$ cat src/rtl/prog_loader_pkg.sv
// prog_loader_pkg: state encoding and default geometry shared by the loader,
// the CPU and the instruction SRAM instances.
package prog_loader_pkg;

  // Default instruction-memory geometry (16 x 8 SRAM, full image).
  localparam int PL_ADDR   = 4;
  localparam int PL_WIDTH  = 8;
  localparam int PL_LENGTH = 16;

  // Loader state encoding.
  localparam logic [2:0] ST_IDLE  = 3'd0;
  localparam logic [2:0] ST_LOAD  = 3'd1;
  localparam logic [2:0] ST_LAST  = 3'd2;
  localparam logic [2:0] ST_CHECK = 3'd3;
  localparam logic [2:0] ST_DONE  = 3'd4;
  localparam logic [2:0] ST_ERROR = 3'd5;

  typedef enum logic [2:0] {
    S_IDLE  = ST_IDLE,
    S_LOAD  = ST_LOAD,
    S_LAST  = ST_LAST,
    S_CHECK = ST_CHECK,
    S_DONE  = ST_DONE,
    S_ERROR = ST_ERROR
  } pl_state_e;

endpackage

$ cat src/rtl/prog_loader.sv
// prog_loader: streams bytes from a valid/ready source into the instruction
// SRAM at addresses 0..LENGTH-1 and holds the CPU in reset until the image is
// complete. Define PROG_LOADER_CHECKSUM_EN to require a trailing 8-bit
// modular-sum checksum byte; a mismatch parks the loader in ERROR with the
// CPU still in reset.
module prog_loader
  import prog_loader_pkg::*;
#(
  parameter int ADDR   = PL_ADDR,
  parameter int WIDTH  = PL_WIDTH,
  parameter int LENGTH = PL_LENGTH
) (
  input  logic             clk,
  input  logic             reset,
  input  logic             start,
  input  logic             in_valid,
  input  logic [WIDTH-1:0] in_data,
  output logic             in_ready,
  output logic             mem_cs,
  output logic             mem_we,
  output logic [ADDR-1:0]  mem_addr,
  output logic [WIDTH-1:0] mem_data,
  output logic             cpu_reset,
  output logic             busy,
  output logic             done,
  output logic             error
);

  // Counter value of the final data word; the counter stops here, no wrap.
  localparam logic [ADDR-1:0] LAST_CNT = ADDR'(LENGTH - 1);

  pl_state_e        state_q;
  logic [ADDR-1:0]  cnt_q;
  logic             in_ready_q;
  logic             mem_cs_q;
  logic             mem_we_q;
  logic [ADDR-1:0]  mem_addr_q;
  logic [WIDTH-1:0] mem_data_q;
  logic             cpu_reset_q;
  logic             busy_q;
  logic             done_q;
  logic             accept;

  // in_ready_q is only high in LOAD/CHECK, so this is the full handshake.
  assign accept = in_valid && in_ready_q;

`ifdef PROG_LOADER_CHECKSUM_EN
  logic [WIDTH-1:0] sum_q;
  logic             error_q;

  // Running modular sum of the data bytes of the current image.
  always_ff @(posedge clk) begin
    if (reset) begin
      sum_q <= '0;
    end else if ((state_q == S_IDLE || state_q == S_DONE || state_q == S_ERROR) && start) begin
      sum_q <= '0;
    end else if (state_q == S_LOAD && accept) begin
      sum_q <= sum_q + in_data;
    end
  end
`endif

  // Loader FSM; all outputs are registered alongside the state they belong to.
  always_ff @(posedge clk) begin
    if (reset) begin
      state_q     <= S_IDLE;
      cnt_q       <= '0;
      in_ready_q  <= 1'b0;
      mem_cs_q    <= 1'b0;
      mem_we_q    <= 1'b0;
      mem_addr_q  <= '0;
      mem_data_q  <= '0;
      cpu_reset_q <= 1'b1;
      busy_q      <= 1'b0;
      done_q      <= 1'b0;
`ifdef PROG_LOADER_CHECKSUM_EN
      error_q     <= 1'b0;
`endif
    end else begin
      // Write strobe lasts exactly one cycle per accepted byte.
      mem_cs_q <= 1'b0;
      mem_we_q <= 1'b0;
      case (state_q)
`ifdef PROG_LOADER_CHECKSUM_EN
        S_IDLE, S_DONE, S_ERROR: begin
`else
        S_IDLE, S_DONE: begin
`endif
          if (start) begin
            state_q     <= S_LOAD;
            cnt_q       <= '0;
            in_ready_q  <= 1'b1;
            cpu_reset_q <= 1'b1;
            busy_q      <= 1'b1;
            done_q      <= 1'b0;
`ifdef PROG_LOADER_CHECKSUM_EN
            error_q     <= 1'b0;
`endif
          end
        end
        S_LOAD: begin
          if (accept) begin
            mem_cs_q   <= 1'b1;
            mem_we_q   <= 1'b1;
            mem_addr_q <= cnt_q;
            mem_data_q <= in_data;
            if (cnt_q == LAST_CNT) begin
`ifdef PROG_LOADER_CHECKSUM_EN
              // Stay ready: the next byte is the checksum.
              state_q    <= S_CHECK;
`else
              state_q    <= S_LAST;
              in_ready_q <= 1'b0;
`endif
            end else begin
              cnt_q <= cnt_q + 1'b1;
            end
          end
        end
        S_LAST: begin
          // Final strobe is on the bus this cycle; release the CPU next.
          state_q     <= S_DONE;
          busy_q      <= 1'b0;
          done_q      <= 1'b1;
          cpu_reset_q <= 1'b0;
        end
`ifdef PROG_LOADER_CHECKSUM_EN
        S_CHECK: begin
          // Checksum byte is compared, never written to memory.
          if (accept) begin
            in_ready_q <= 1'b0;
            busy_q     <= 1'b0;
            if (in_data == sum_q) begin
              state_q     <= S_DONE;
              done_q      <= 1'b1;
              cpu_reset_q <= 1'b0;
            end else begin
              state_q <= S_ERROR;
              error_q <= 1'b1;
            end
          end
        end
`endif
        default: begin
          state_q     <= S_IDLE;
          in_ready_q  <= 1'b0;
          cpu_reset_q <= 1'b1;
          busy_q      <= 1'b0;
          done_q      <= 1'b0;
`ifdef PROG_LOADER_CHECKSUM_EN
          error_q     <= 1'b0;
`endif
        end
      endcase
    end
  end

  assign in_ready  = in_ready_q;
  assign mem_cs    = mem_cs_q;
  assign mem_we    = mem_we_q;
  assign mem_addr  = mem_addr_q;
  assign mem_data  = mem_data_q;
  assign cpu_reset = cpu_reset_q;
  assign busy      = busy_q;
  assign done      = done_q;
`ifdef PROG_LOADER_CHECKSUM_EN
  assign error     = error_q;
`else
  assign error     = 1'b0;
`endif

endmodule

$ cat config.mk
export PLATFORM = sky130hd
export DESIGN_NAME = prog_loader
export DESIGN_NICKNAME = d
export VERILOG_FILES = /design/src/rtl/prog_loader_pkg.sv /design/src/rtl/prog_loader.sv
export SDC_FILE = /design/constraint.sdc
export NUM_CORES = 1
export LEC_CHECK = 0
export BUFFER_PORTS_ARGS = -buffer_cell sky130_fd_sc_hd__buf_2
export CORE_MARGIN = 1
export CORE_UTILIZATION = 48
export CTS_CLUSTER_DIAMETER = 100
export DETAILED_ROUTE_END_ITERATION = 7
export PLACE_DENSITY = 0.84
export SLEW_MARGIN = 5
export SYNTH_ARGS = -nofsm -noshare
export SYNTH_HDL_FRONTEND = slang
export SYNTH_SLANG_ARGS = --single-unit
$ cat constraint.sdc
create_clock -name clk -period 1.57 [get_ports clk]
set_clock_uncertainty 0.1 [all_clocks]
set_input_delay 0.157 -clock clk [delete_from_list [all_inputs] [get_ports clk]]
set_output_delay 0.157 -clock clk [all_outputs]
set_load 0.05 [all_outputs]
---- Word level (Yosys, flattened, before mapping) ----
Index checks and enable logic that the tools add are counted.
Widths: inputs -> output; s select.
operators by class
  add/subtract/negate cells ............... 1
  equality and inequality tests ........... 8
  mux-type cells .......................... 17
  bitwise operators ....................... 2
  reductions and logical operators ........ 10
operators with widths
  kind                 number
  $mux 4               3
  $mux 3               3
  $pmux 1 s3           3
  $pmux 3 s3           1
  $ne 2x2->1 const B   4
  $pmux 4 s2           1
  $reduce_and 4->1     2
  $mux 1               5
  $add 4x1->4 const B  1
  $eq 4x4->1 const B   1
  $reduce_and 2->1     2
  $reduce_or 2->1      2
  $eq 3x1->1 const B   1
  $eq 3x2->1 const B   1
  $eq 3x3->1 const B   1
  $logic_not 3->1      1
  $reduce_and 3->1     1
  $not 1->1            2
  $pmux 1 s2           1
  $reduce_bool 2->1    1
  $logic_and 1x1->1    1
storage, ports and cells
  register bits after elaboration ......... 24
  bits of input ports ..................... 12
  output and inout port bits .............. 19
  logic and storage cells ................. 47

---- Logic depth before layout (Yosys ltp) ----
Gate-level depths: netlist of the first run.
  word-level depth ........................ 4
  gate-level depth with buffers ........... 6

---- Worst setup path after synthesis of the first run ----
Ideal clock, no wire load.
  path type ............................... reg2reg
  start point ............................. register in_ready_q (netlist: in_ready)
  end point ............................... register cnt_q[3]
  setup time .............................. 135 ps
  data arrival time ....................... 1350 ps
  path slack .............................. -15 ps
  cell stages (with the launch flop) ...... 5
  period minus slack after synthesis ...... 1585 ps
  path through ............................ dfxtp_1 > and4b_1 > a21oi_1 > nor2_1 > a311oi_1
on the way
  word-level cells in the longest chain between the ends .. 3
RTL lines
  element                     RTL line            source
  start: declaration          prog_loader.sv:34   logic in_ready_q;
  start signal: assignment    prog_loader.sv:68   in_ready_q <= 1'b0;
  start signal: assignment    prog_loader.sv:92   in_ready_q <= 1'b1;
  start signal: assignment    prog_loader.sv:113  in_ready_q <= 1'b0;
  $logic_and 1x1->1           prog_loader.sv:45   assign accept = in_valid && in_ready_q;
  $ne 2x2->1 (no line)        -
  $reduce_and 4->1 (no line)  -
  end signal: assignment      prog_loader.sv:116  cnt_q <= cnt_q + 1'b1;
  end: declaration            prog_loader.sv:33   logic [ADDR-1:0] cnt_q;
No other way between the ends.
A chain may end at the register's enable or synchronous reset.

---- Worst setup path after layout of the first run ----
  start point ............................. register cnt_q[0]
  end point ............................... register cnt_q[0]
on the way
  word-level cells in the longest chain between the ends .. 4
RTL lines
  element      RTL line            source
  $add 4x1->4  prog_loader.sv:116
  $mux 4       prog_loader.sv:107  if (cnt_q == LAST_CNT) begin
  $mux 4       prog_loader.sv:102  if (accept) begin
  $pmux 4 s2   prog_loader.sv:83   case (state_q)
Parallel ways exist; a longest one is shown, timed or not. The select of a mux whose other input is x is not followed.

==> qor.yml, run 1 <==
run_status:
  status: "finished clean"
sta:
  maxSlewViolCount: 0
  max_clock_freq_mhz: 676
  rsz0062_at_grt: "no"
  setup_viol: 0
  hold_violations: 0
  fin_crit_ns: 1.48
  post-route-period-util_pct: 94.2
  final.setup.tns_ns: 0
clock_tree:
  clk_latency_ns: 0.31
  htreeDepth: 1
  cts_tree: "built"
  clock_sinks: 24
  path_clk_slew_ns: 0.12
  post_cts_buffers: 0
  clockBufferDepth: 2
  cts_buffers: 3
  cts_root_buffer: "clkbuf_4"
layout:
  diodes: 0
  fin_nets: 171
  area_growth_pct: 29.4
  nFillCells: 176
  post-route-util_pct: 65.6
  drive_above_1_share_pct: 28.8
detailed_routing:
  drc_errors: 0
  wire_per_inst_um: 11.5
  num_vias: 930
  drt_wl_total_um: 2110
  drt-vias-per-instance: 5.08
  drt-pass1-iter-count: 4
  drt.antenna.violating_nets: 0
  drt_iter0_markers: 23
pwr:
  clockPowerShare_pct: 24.5
  intPower_mw: 0.773
  switching_share_pct: 26.3
  p_comb_share_pct: 15.1
  p_switching_mw: 0.275
  p_leak_nw: 0.549
  power_frac_seq_pct: 60.4
  power.density_nw_per_um2: 823
  ir_worst_vdd_mv: 0.506
yosys:
  synth.most_common_cell: "nand2_1"
  postSynthAreaPerCell_sq_um: 8.27
  yosysTopAreaCell: "dfxtp_1"
  yosysWarningCount: 0
  synth_top_area_share_pct: 48.8
  ys.flop_type: "dfxtp_1"
  syn_area_sq_um: 985
  synth_area_leaders: "dfxtp_1 (49%), nand2_1 (11%), a21oi_1 (9.7%)"
  synth_cell_types: 30
  syn_inst: 119
  ys_seq_elements: 24
  ys_async_sr_fraction_pct: 0
  ys_top_cells_by_count: "nand2_1 (28), dfxtp_1 (24), a21oi_1 (19), clkbuf_1 (5), nor2_1 (5)"
  ys_seq_area_share_pct: 48.8
  synth_nets: 132
  synth_edf_count: 0
critical_path:
  cp-end-kind: "flop"
  critPathKind: "flop to flop"
  crit_required_ns: 1.71
  startpoint_type: "flop"
  crit_family: "simple AND/OR/NAND/NOR gates"
  cp_max_fo: 5
  worstPathCellList: "ha_1 > and3_1 > or3_1 > o22ai_2"
  cp_slowest_cell: "dfxtp_2"
  worstPathArrival_ns: 1.62
  path_buf_inv: 0
  crit_path_max_incr_delay_ns: 0.37
global_routing:
  grt_pass1_wl_um: 3080
  antenna_found_initial: 0
  grt_pass1_vias: 763
  track_usage_pct: 19.8
  grt_overflow: 0
  grt_max_degree: 26
floorplan:
  initial_core_util_pct: 50.7
  core_sq_um: 1940
  die_h_um: 47.3
  dieArea_sq_um: 2240
  dieWidth_um: 47.3
  ios: 31
  rows: 16
placement:
  port_buffers: 29
  place.gp.congestion: 0.838
  hpwlAfterDp_um: 1440
job:
  drv_cap: 0
worst_hold_path:
  hp-class: "input port to flop"
==> layer usage <==
| layer | routed length (um) | vias to the layer above | track usage [%] |
|---|---|---|---|
| li1 | - | 472 | - |
| met1 | 916 | 428 | 22.7 |
| met2 | 1080 | 26 | 34.8 |
| met3 | 86 | 4 | 2.31 |
| met4 | 27 | 0 | 12.0 |
| met5 | 0 | - | 0 |
==> state kept, by name (all words and copies together), names as in the netlist <==
name	count
mem_data	8
cnt_q	4
mem_addr	4
state_q	3
busy	1
cpu_reset	1
done	1
in_ready	1
mem_we	1
==> worst min-delay path, cell delays in order <==
cell     delay [ns]
buf_2          0.09
nor3_1         0.04
a21oi_1        0.10
nor3_1         0.05
==> cell families after synthesis <==
group | share of synthesized area, %
AO/OA/AOI/OAI | 17.3
adder cells (fa/ha/maj) | 1.27
buffers and inverters | 5.84
flip-flops | 48.8
other | 0.381
AND/OR/NAND/NOR | 26.4
==> cells in the final DEF (no fill, tap or decap) <==
master | Yosys | routed
nand3_2 | 1 | 1
a31oi_1 | 1 | 1
nand3_1 | 3 | 3
nor2_1 | 5 | 5
o21a_1 | 1 | 1
ha_1 | 1 | 1
or3_1 | 1 | 1
or2_2 | 1 | 1
and4b_1 | 1 | 1
nor3b_4 | 1 | 1
nand2_1 | 28 | 28
nor4_1 | 1 | 1
nand2b_1 | 2 | 2
buf_4 | 3 | 6
and3_1 | 2 | 2
a221oi_2 | 0 | 1
inv_1 | 3 | 3
nor3_1 | 4 | 4
o22ai_2 | 1 | 1
a211oi_1 | 1 | 1
a311oi_1 | 1 | 1
dfxtp_2 | 0 | 2
nor2b_1 | 2 | 2
o32ai_1 | 1 | 1
conb_1 | 1 | 1
dfxtp_1 | 24 | 22
and2_1 | 1 | 1
dlygate4sd3_1 | 0 | 8
o21bai_1 | 2 | 2
buf_2 | 1 | 29
a21oi_1 | 19 | 19
clkbuf_4 | 0 | 3
==> power groups by stage <==
stage,logic (mW),registers [mW],clock network (mW)
after global routing,0.171,0.636,0.292
final,0.158,0.633,0.257
after CTS,0.155,0.633,0.268
after detailed placement,0.140,0.647,0
after global placement,0.136,0.645,0
after floorplan,0.0675,0.679,0
==> metrics by stage <==
step                      setup slack (ns)  cells  total power, mW  hold WS [ns]  area (sq um)
after floorplan                      0.128    119            0.746         0.193           986
after global placement               0.164    172            0.781         0.299          1160
after detailed placement            0.0851    172            0.786         0.311          1160
after CTS                           0.0442    183             1.06        0.0555          1270
after global routing                0.0219    183             1.10        0.0625          1270
final                               0.0907    183             1.05        0.0642          1270
==> repair_timing <==
action	4_1_cts	5_1_grt
setup endpoints to repair	0	2
hold endpoints to repair	8	0
gates resized for setup	0	2
hold buffers	8	0
==> final timing paths <==
path	cells after the start	to	from	slack (ns)
setup / recovery	4	cnt_q[0]$_SDFFE_PP0P_	cnt_q[0]$_SDFFE_PP0P_	0.09
hold / removal	4	state_q[2]$_SDFFE_PP0P_	start	0.06
setup reg to reg	4	cnt_q[0]$_SDFFE_PP0P_	cnt_q[0]$_SDFFE_PP0P_	0.09
hold reg to reg	2	mem_addr[0]$_SDFFE_PP0P_	mem_addr[0]$_SDFFE_PP0P_	0.36
==> area by class of cell <==
type | instances | area (sq um) | share of cell area, %
clock buffer | 3 | 22.5 | 1.77
inverter | 3 | 11.3 | 0.884
multi-input combinational | 83 | 453 | 35.6
sequential | 24 | 483 | 37.9
tap | 27 | 33.8 | 2.65
timing repair buffer | 43 | 270 | 21.2
Note: power is estimated with default switching activity, not from simulation.
==> inputs of run 2 (changes only) <==
- BUFFER_PORTS_ARGS: -buffer_cell sky130_fd_sc_hd__buf_2 -> not set
- CORE_UTILIZATION: 48 -> 55
- DONT_BUFFER_PORTS: not set -> 1
- PLACE_DENSITY: 0.84 -> 0.78
==> run 2 against run 1 <==
Against the previous run:
- fmax shrank 3.7%
- largest cell class unchanged
- highest routed layer unchanged
- via count increased by 0.75%
- first-iteration DRC count grew 65%
- cell count decreased by 7.1%
- setup slack lost 0.057 ns
- clock power rose by 27%
- routed wire length increased by 10%
- critical path type unchanged
==> qor.yml, run 2 (synthesis results as in run 1) <==
floorplan:
  initial_core_util_pct: 61.8  # was 50.7%
  dieWidth_um: 44.3  # was 47.3 um
  core_sq_um: 1590  # was 1940 sq um
  rows: 14  # was 16
  dieArea_sq_um: 1960  # was 2240 sq um
  ios: 31  # unchanged
  die_h_um: 44.3  # was 47.3 um
worst_hold_path:
  min_to: "state_q[2]$_SDFFE_PP0P_"  # unchanged
  min_path_cells: 3  # was 4
  hp-start: "start"  # unchanged
  hp-class: "input port to flop"  # unchanged
sta:
  final.setup.tns_ns: 0  # unchanged
  post-route-period-util_pct: 97.8  # was 94.2%
  worst-slew-pin-transition_ns: 0.840
  setup_viol: 0  # unchanged
  fin_crit_ns: 1.54  # was 1.48 ns
  hold_violations: 0  # unchanged
  relSlewSlack_pct: 44.0
  fin_hold_ws_ns: 0.0222  # was 0.0642 ns
  rsz0062_at_grt: "no"  # unchanged
  max_clock_freq_mhz: 651  # was 676 MHz
  maxSlewViolCount: 0  # unchanged
critical_path:
  critPathKind: "flop to flop"  # unchanged
  path_buf_inv: 0  # unchanged
  rr_endpoint: "cnt_q[1]$_SDFFE_PP0P_"  # was cnt_q[0]$_SDFFE_PP0P_
  cp_slowest_cell: "dfxtp_2"  # unchanged
  cp-end-kind: "flop"  # unchanged
  crit_family: "simple AND/OR/NAND/NOR gates"  # unchanged
  rrSetupSlack_ns: 0.03  # was 0.09 ns
  startpoint_type: "flop"  # unchanged
  reg2reg_depth: 4  # unchanged
  crit_required_ns: 1.70  # was 1.71 ns
  worstPathArrival_ns: 1.66  # was 1.62 ns
  worstReg2RegStart: "cnt_q[0]$_SDFFE_PP0P_"  # unchanged
  cp_max_fo: 5  # unchanged
  crit_path_max_incr_delay_ns: 0.37  # about the same
  worstPathCellList: "ha_1 > and3_1 > or3_1 > o32ai_1"  # was ha_1 > and3_1 > or3_1 > o22ai_2
pwr:
  switching_share_pct: 26.0  # was 26.3%
  p_switching_mw: 0.290  # was 0.275 mW
  power.total_mw: 1.11  # was 1.05 mW
  p_leak_nw: 0.518  # was 0.549 nW
  power.density_nw_per_um2: 872  # was 823 nW/um^2
  p_comb_share_pct: 13.6  # was 15.1%
  intPower_mw: 0.824  # was 0.773 mW
  clockPowerShare_pct: 29.4  # was 24.5%
  ir_worst_vdd_mv: 0.724  # was 0.506 mV
  power_frac_seq_pct: 57.1  # was 60.4%
layout:
  area_growth_pct: 29.6  # was 29.4%
  post-route-util_pct: 80.1  # was 65.6%
  instances_no_fill: 170  # was 183
  largest_reg_flops: 8  # unchanged
  fin_nets: 160  # was 171
  nFillCells: 107  # was 176
  drive_above_1_share_pct: 22.6  # was 28.8%
  final_cell_mix: "nand2_1 (28), dfxtp_1 (22), buf_4 (22)"  # was buf_2 (29), nand2_1 (28), dfxtp_1 (22)
  mostFrequentLayoutCell: "nand2_1"  # was buf_2
  diodes: 0  # unchanged
clock_tree:
  cts_root_buffer: "clkbuf_4"  # unchanged
  cts_buffers: 3  # unchanged
  path_clk_slew_ns: 0.13  # was 0.12 ns
  post_cts_buffers: 0  # unchanged
  clock_sinks: 24  # unchanged
  clk_latency_ns: 0.31  # about the same
  htreeDepth: 1  # unchanged
  clockBufferDepth: 2  # unchanged
  cts_tree: "built"  # unchanged
detailed_routing:
  wire_per_inst_um: 13.7  # was 11.5 um
  drt_wl_total_um: 2330  # was 2110 um
  drt-pass1-iter-count: 4  # unchanged
  drt_iter0_markers: 38  # was 23
  drt-vias-per-instance: 5.51  # was 5.08
  drt.antenna.violating_nets: 0  # unchanged
  drc_errors: 0  # unchanged
  num_vias: 937  # was 930
global_routing:
  track_usage_pct: 26.5  # was 19.8%
  antenna_found_initial: 0  # unchanged
  grt_pass1_wl_um: 3840  # was 3080 um
  grt_max_degree: 26  # unchanged
  grt_overflow: 0  # unchanged
  grt_pass1_vias: 927  # was 763
placement:
  place.gp.congestion: 0.843  # was 0.838
  dp.cells: 156  # was 172
  hpwlAfterDp_um: 1390  # was 1440 um
  port_buffers: 0  # was 29
run_status:
  status: "finished clean"  # unchanged
job:
  drv_cap: 0  # unchanged
run 2: cell types whose count changed in the layout (fill, tap and decap cells not counted):
| cell | before | now |
|---|---|---|
| and3_2 | 0 | 1 |
| a221oi_1 | 0 | 1 |
| a221oi_2 | 1 | 0 |
| buf_2 | 29 | 0 |
| dlygate4sd3_1 | 8 | 9 |
| and3_1 | 2 | 1 |
| clkbuf_8 | 0 | 1 |
| buf_4 | 6 | 22 |
| dlymetal6s4s_1 | 0 | 1 |
run 2: area by class of cell:
type / instances / area (sq um) / area share [%]
inverter: 3 / 11.3 / 0.882
sequential: 24 / 483 / 37.8
multi-input combinational: 83 / 448 / 35.1
clock buffer: 4 / 36.3 / 2.84
timing repair buffer: 32 / 268 / 21.0
tap: 24 / 30.0 / 2.35
run 2: repair_timing:
item                       CTS  global route
setup endpoints to repair    0            11
hold buffers                10             0
hold endpoints to repair    24             0
resized for setup            0             3
run 2: metrics by stage:
stage,area (sq um),setup slack (ns)
after floorplan,986,0.128
after global placement,1130,0.162
after detailed placement,1130,0.0847
after CTS,1270,0.0356
after global routing,1280,0.00805
final,1280,0.0341
run 2: worst max path at each step:
stage | from | end | slack (ns) | cells after the start
floorplan | state_q[0]$_SDFFE_PP0P_ | cnt_q[1]$_SDFFE_PP0P_ | 0.13 | 5
global placement | cnt_q[0]$_SDFFE_PP0P_ | cnt_q[1]$_SDFFE_PP0P_ | 0.16 | 4
detailed placement | cnt_q[0]$_SDFFE_PP0P_ | cnt_q[1]$_SDFFE_PP0P_ | 0.08 | 4
CTS | reset | cnt_q[1]$_SDFFE_PP0P_ | 0.04 | 3
global route | cnt_q[0]$_SDFFE_PP0P_ | cnt_q[1]$_SDFFE_PP0P_ | 0.008 | 4
finish | cnt_q[0]$_SDFFE_PP0P_ | cnt_q[1]$_SDFFE_PP0P_ | 0.03 | 4
run 2: power by group through the flow:
stage               logic [mW]  clock network (mW)  registers [mW]
CTS                      0.148               0.326           0.634
finish                   0.151               0.327           0.635
global route             0.163               0.350           0.637
global placement         0.117                   0           0.647
detailed placement       0.119                   0           0.648
floorplan               0.0675                   0           0.679
run 2: worst register-to-register path: cells and delay by family, from the launching register on:
kind	cells	cell delay (ns)
AND/OR/NAND/NOR	2	0.58
adder cells (fa/ha/maj)	1	0.26
AO/OA/AOI/OAI	1	0.14
flip-flops	1	0.37
run 2: layer usage:
| metal | share of wire, % | wire, um | global-route usage [%] | vias up |
|---|---|---|---|---|
| li1 | - | - | - | 460 |
| met1 | 42 | 976 | 32.4 | 423 |
| met2 | 49 | 1140 | 45.6 | 48 |
| met3 | 6.9 | 161 | 4.90 | 6 |
| met4 | 2.0 | 47 | 10.9 | 0 |
| met5 | 0 | 0 | 0 | - |
